===== src/rtl/load_use_interlock.sv =====
// Producer-side hazard tracker: follows EX/MEM/WB destination info for the forwarding unit,
// raises the single-cycle load-use interlock and memory-wait holds, and counts stalls.
module load_use_interlock #(
   parameter int CNT_W    = 32,
   parameter int LU_CNT_W = 16
) (
   input  logic                clk,
   input  logic                reset_n,
   input  logic                id_valid,
   input  logic [4:0]          id_rs1,
   input  logic [4:0]          id_rs2,
   input  logic                id_rs1_used,
   input  logic                id_rs2_used,
   input  logic [4:0]          id_rd,
   input  logic                id_reg_write,
   input  logic                id_is_load,
   input  logic                flush,
   input  logic                mem_wait,
   output logic                stall_if,
   output logic                stall_id,
   output logic                bubble_ex,
   output logic [4:0]          destination_reg_stage2,
   output logic                write_reg_stage2,
   output logic [4:0]          destination_reg_stage3,
   output logic                write_reg_stage3,
   output logic [CNT_W-1:0]    stall_cycles,
   output logic [LU_CNT_W-1:0] load_use_events
);

   logic                r_ex_valid, r_ex_wr, r_ex_load;
   logic [4:0]          r_ex_rd;
   logic                r_mem_valid, r_mem_wr, r_mem_load;
   logic [4:0]          r_mem_rd;
   logic                r_wb_valid, r_wb_wr, r_wb_load;
   logic [4:0]          r_wb_rd;
   logic                r_flush_pend;
   logic [CNT_W-1:0]    r_stall_cycles;
   logic [LU_CNT_W-1:0] r_lu_events;

   logic w_load_use, w_hold, w_kill, w_stall, w_bubble, w_lu_inc;

   always_comb begin
      w_load_use = r_ex_valid & r_ex_load & r_ex_wr & (r_ex_rd != 5'd0) & id_valid &
                   ((id_rs1_used & (id_rs1 == r_ex_rd)) | (id_rs2_used & (id_rs2 == r_ex_rd)));
      w_hold   = 1'b0;
      w_kill   = 1'b0;
      w_stall  = 1'b0;
      w_bubble = 1'b0;
      w_lu_inc = 1'b0;
      if (mem_wait) begin
         w_hold  = 1'b1;
         w_stall = 1'b1;
      end else if (flush | r_flush_pend) begin
         // the dependent instruction is being killed, so no interlock is needed
         w_kill   = 1'b1;
         w_bubble = 1'b1;
      end else if (w_load_use) begin
         w_kill   = 1'b1;
         w_stall  = 1'b1;
         w_bubble = 1'b1;
         w_lu_inc = 1'b1;
      end
   end

   // Gate with reset so the controls drop the instant reset is asserted.
   assign stall_if  = w_stall & reset_n;
   assign stall_id  = w_stall & reset_n;
   assign bubble_ex = w_bubble & reset_n;

   always_ff @(posedge clk or negedge reset_n) begin
      if (!reset_n) begin
         {r_ex_valid, r_ex_rd, r_ex_wr, r_ex_load}     <= '0;
         {r_mem_valid, r_mem_rd, r_mem_wr, r_mem_load} <= '0;
         {r_wb_valid, r_wb_rd, r_wb_wr, r_wb_load}     <= '0;
         r_flush_pend   <= 1'b0;
         r_stall_cycles <= '0;
         r_lu_events    <= '0;
      end else begin
         if (!w_hold) begin
            {r_wb_valid, r_wb_rd, r_wb_wr, r_wb_load}     <= {r_mem_valid, r_mem_rd, r_mem_wr, r_mem_load};
            {r_mem_valid, r_mem_rd, r_mem_wr, r_mem_load} <= {r_ex_valid, r_ex_rd, r_ex_wr, r_ex_load};
            if (w_kill)
               {r_ex_valid, r_ex_rd, r_ex_wr, r_ex_load} <= '0;
            else
               {r_ex_valid, r_ex_rd, r_ex_wr, r_ex_load} <= {id_valid, id_rd, id_reg_write, id_is_load};
         end
         // a flush seen during a memory wait is replayed on the first free cycle
         if (mem_wait) begin
            if (flush) r_flush_pend <= 1'b1;
         end else begin
            r_flush_pend <= 1'b0;
         end
         if (w_stall && (r_stall_cycles != '1))
            r_stall_cycles <= r_stall_cycles + CNT_W'(1);
         if (w_lu_inc && (r_lu_events != '1))
            r_lu_events <= r_lu_events + LU_CNT_W'(1);
      end
   end

   assign destination_reg_stage2 = r_mem_rd;
   assign write_reg_stage2       = r_mem_valid & r_mem_wr & (r_mem_rd != 5'd0);
   assign destination_reg_stage3 = r_wb_rd;
   assign write_reg_stage3       = r_wb_valid & r_wb_wr & (r_wb_rd != 5'd0);
   assign stall_cycles           = r_stall_cycles;
   assign load_use_events        = r_lu_events;

endmodule


===== config.mk =====
export PLATFORM = sky130hd
export DESIGN_NAME = load_use_interlock
export DESIGN_NICKNAME = d
export VERILOG_FILES = /design/src/rtl/load_use_interlock.sv
export SDC_FILE = /design/constraint.sdc
export NUM_CORES = 1
export LEC_CHECK = 0
export BUFFER_PORTS_ARGS = -buffer_cell sky130_fd_sc_hd__buf_4
export CAP_MARGIN = 20
export CELL_PAD_IN_SITES_DETAIL_PLACEMENT = 1
export CELL_PAD_IN_SITES_GLOBAL_PLACEMENT = 1
export CORE_MARGIN = 4
export CORE_UTILIZATION = 44
export DETAILED_ROUTE_END_ITERATION = 10
export GPL_TIMING_DRIVEN = 0
export PLACE_DENSITY = 0.95
export SYNTH_ARGS = -nofsm -noshare
export SYNTH_HDL_FRONTEND = slang
export SYNTH_SLANG_ARGS = --single-unit
export TNS_END_PERCENT = 5

===== constraint.sdc =====
create_clock -name clk -period 3.4 [get_ports clk]
set_input_delay 0.51 -clock clk [delete_from_list [all_inputs] [get_ports clk]]
set_output_delay 0.51 -clock clk [all_outputs]
set_load 0.03 [all_outputs]

After elaboration in Yosys (flattened, before gate mapping)
Index checks and enable logic that the tools add are counted.
Widths: inputs -> output; s select.

word-level totals
  word-level logic and storage cells = 53
  bits of input ports = 24
  flip-flop bits (word level) = 71
  output and inout bits = 63

cells by class
  mux-type cells = 13
  add/subtract/negate cells = 2
  bitwise logic cells = 15
  equality and inequality tests = 5
  reductions and logical operators = 5

operator list
  operator               number
  $add 32x1->32 const B  1
  $ne 32x32->1 const B   1
  $add 16x1->16 const B  1
  $ne 16x16->1 const B   1
  $reduce_bool 5->1      3
  $and 1x1->1            13
  $mux 1                 12
  $eq 5x5->1             2
  $mux 5                 1
  $logic_and 1x1->1      2
  $ne 2x2->1 const B     1
  $or 1x1->1             2

Logic depth before layout (Yosys ltp)
  word-level depth = 9
  mapped depth = 9
  mapped depth without buffers = 6

Least setup slack after synthesis
No wires, ideal clock.

  path kind = register to register
  from = reg r_stall_cycles[9], in the netlist stall_cycles[9]
  to = reg r_stall_cycles[28], in the netlist stall_cycles[28]
  data required time = 3272 ps
  setup time = 128 ps
  period minus slack after synthesis = 2408 ps
  path buffers = 0
  data arrival time = 2280 ps
  cell stages (with the launch flop) = 7
  setup slack = 992 ps
  cell sequence = dfrtp_1 -> and4_4 -> nand2_2 -> or4_4 -> or3_1 -> nor3_2 -> mux2_1

on the way
  word-level cells in the longest chain between the ends = 2
  elaborated cells between the ends (all ways) = 3
  those cells by class = add/sub: 1; eq/ne: 1; reduce/logical: 1

RTL lines
  item                                                   line  source
  start, declared                                        37    logic [CNT_W-1:0] r_stall_cycles;
  start signal, assigned                                 94    r_stall_cycles <= r_stall_cycles + CNT_W'(1);
  branches (longest 2 deep; another with $add 32x1->32)  --

Parallel ways; which one is timed is not known.
A chain may end at the register's enable or synchronous reset.

Worst setup path after layout
  from = reg r_stall_cycles[0], in the netlist stall_cycles[0]
  to = reg r_stall_cycles[19], in the netlist stall_cycles[19]

Same word-level chain as after synthesis.

==> run metrics <==
status complete, no violations; dpl hpwl 6.91 mm; initial antenna violation count 0; Core Area 0.00737 sq mm; period utilization 0.795; #FFs+latches synth 71; Seq/Total Area, Yosys 0.525; Yosys top cell by area dfrtp_1; Die X 95.7 microns; post-CTS setup buffer count 0; Post-synth ARST share 1.00; PwrDens 446 mW/mm^2; Overflow after GRT 0; vias in the first global route 3012; CP Launch Type flop; CP Data Arrival Time 2920 ps; die area 0.00917 sq mm; relative slew slack 0.397; CTS Buf Count 9; Crit. End Element flop; Synth cell types 38; Slew Limit Fails 0; fmax 0.370 GHz; H-Tree Depth 3; Routed WL per cell 18.4 microns; layout cells sized above 1 0.309; area growth from synthesis to layout 27.3%; Synthesized Nets 328; crit path kind flop to flop; drt total wl 9.20 mm; Synth warnings 0; Peak VDD IR 0.000259 V; R2R Path Start stall_cycles[0]$_DFFE_PN0P_; commonest non-fill, non-tap cell in the layout buf_4; post_cts resized 0; Worst-Margin Slew 904 ps; Longest Clk Path Bufs 2; pin count of the biggest net entering global routing 74; RSZ-0062 raised after global routing false; drt drc 0; row count 31; cell count after synthesis 302; Max Cap Viol 0; # IOs 87; Sink Count 71; Placer Congestion 0.777; CP Max Fanout 10; clock root buffer clkbuf_8; Port Buf Inserts 85; cts hold-fix bufs 0; Total GRT Usage 0.214; final setup TNS 0 ps; Initial Utilization 0.460; Clk Latency, worst-skew pair 340 ps; clock-pin slew on the worst setup and hold paths 70 ps; Die Y 95.7 microns; average size of a mapped cell 11.2 sq um; HP Class primary input to asynchronous set/reset pin; top cell type's share of synthesized area 0.525; final hold slack 292 ps; Final Setup Violations 0; CTS tree done; first-pass GRT wire length 15.2 mm; DRT iter0 DRCs 67; Lkg Pwr 2.07 nW; most frequent cells in the layout buf_4, dfrtp_1, xnor2_1; drt pass-1 iters 4; post-synthesis cell area 0.00339 sq mm; worst reg2reg path depth 9; Post-synth top flop dfrtp_1; R2R setup slack 700 ps; clock skew 12.9 ps; post-route ant nets 0; reg2reg end stall_cycles[19]$_DFFE_PN0P_; leading post-synthesis cells by cell area dfrtp_1, xnor2_1, mux2_2; via count 2779; post-route minimum period 2700 ps; Data required, critical path 3620 ps; number of vias per cell 5.56; Fin. Hold Viols 0; Diodes inserted 0; Final #Nets 424; EDFF count, synth 0
layout make-up:
type	count	area [sq um]
sequential	71	1780
clock buffer	13	159
tap	99	124
timing repair buffer	85	638
inverter	3	11.3
fill	808	3060
clock inverter	1	5.00
multi-input combinational	217	1550
buffer	11	47.5
kinds of logic after synthesis:
kind of cell / count (synthesis) / share of synthesized area
adders and majority gates: 2 / 0.00739
xor gates and xnor gates: 52 / 0.134
and+or+nand+nor: 127 / 0.213
buffers and inverters: 14 / 0.0174
AOI/OAI and AO/OA: 16 / 0.0369
muxes: 20 / 0.0665
DFF: 71 / 0.525
synth_stat cells, types with 3 or more instances:
master and n:
nand2b_1 3, or3_1 3, nand3_1 12, dfrtp_1 71
nand4_1 25, mux2_2 19, nand2_1 26, inv_1 3
and4_1 4, nor4_1 7, xnor2_1 37, nor3_1 12
xor2_1 15, nor2_1 12, clkbuf_1 6, and3_1 9
a22o_1 8, a21oi_1 3, nor3b_1 3
where the power goes:
group / switching (mW) / leakage [nW] / internal [mW]
clock network: 0.299 / 0.0854 / 0.297
logic: 0.199 / 1.03 / 0.149
registers: 0.0764 / 0.962 / 0.904
total: 0.574 / 2.07 / 1.35
worst max-delay path, stage by stage, from the launching register on:
cell and delay, ps:
dfrtp_1 460, ha_1 280, and3_1 180, clkbuf_1 210
nand4_1 140, and3b_1 160, buf_2 250, buf_1 450
nand4_1 270, xnor2_1 180
stage by stage:
step | std cells | setup slack [ps] | power, mW | util | cell area [sq um]
6_report | 500 | 696 | 1.92 | 0.585 | 4310
5_1_grt | 500 | 540 | 2.01 | 0.585 | 4310
4_1_cts | 500 | 674 | 1.94 | 0.585 | 4310
3_5_place_dp | 486 | 773 | 1.35 | 0.563 | 4150
3_3_place_gp | 486 | 903 | 1.33 | 0.563 | 4150
2_1_floorplan | 302 | 992 | 1.18 | - | 3390
how the worst max path moves through the flow:
stage / startpoint / endpoint
after floorplan: stall_cycles[9]$_DFFE_PN0P_ / stall_cycles[28]$_DFFE_PN0P_
after global placement: id_rs2[2] / stall_cycles[19]$_DFFE_PN0P_
after detailed placement: id_rs1[4] / stall_cycles[19]$_DFFE_PN0P_
after CTS: stall_cycles[0]$_DFFE_PN0P_ / stall_cycles[19]$_DFFE_PN0P_
after global routing: stall_cycles[0]$_DFFE_PN0P_ / stall_cycles[19]$_DFFE_PN0P_
final: stall_cycles[0]$_DFFE_PN0P_ / stall_cycles[19]$_DFFE_PN0P_
state kept, by name, summed over array words and instances, names as in the netlist:
register,flops
r_wb_valid,1
r_flush_pend,1
r_mem_valid,1
destination_reg_stage2,5
r_ex_valid,1
r_ex_rd,5
destination_reg_stage3,5
r_ex_load,1
load_use_events,16
stall_cycles,32
r_mem_wr,1
r_ex_wr,1
r_wb_wr,1
routing by layer:
layer | global-route usage | vias to the layer above | share of wire
met4 | 0.0746 | 0 | 0.015
met3 | 0.0414 | 14 | 0.045
li1 | - | 1279 | -
met1 | 0.272 | 1414 | 0.42
met5 | 0 | - | 0
met2 | 0.364 | 72 | 0.52
Note: power is estimated with default switching activity, not from simulation.
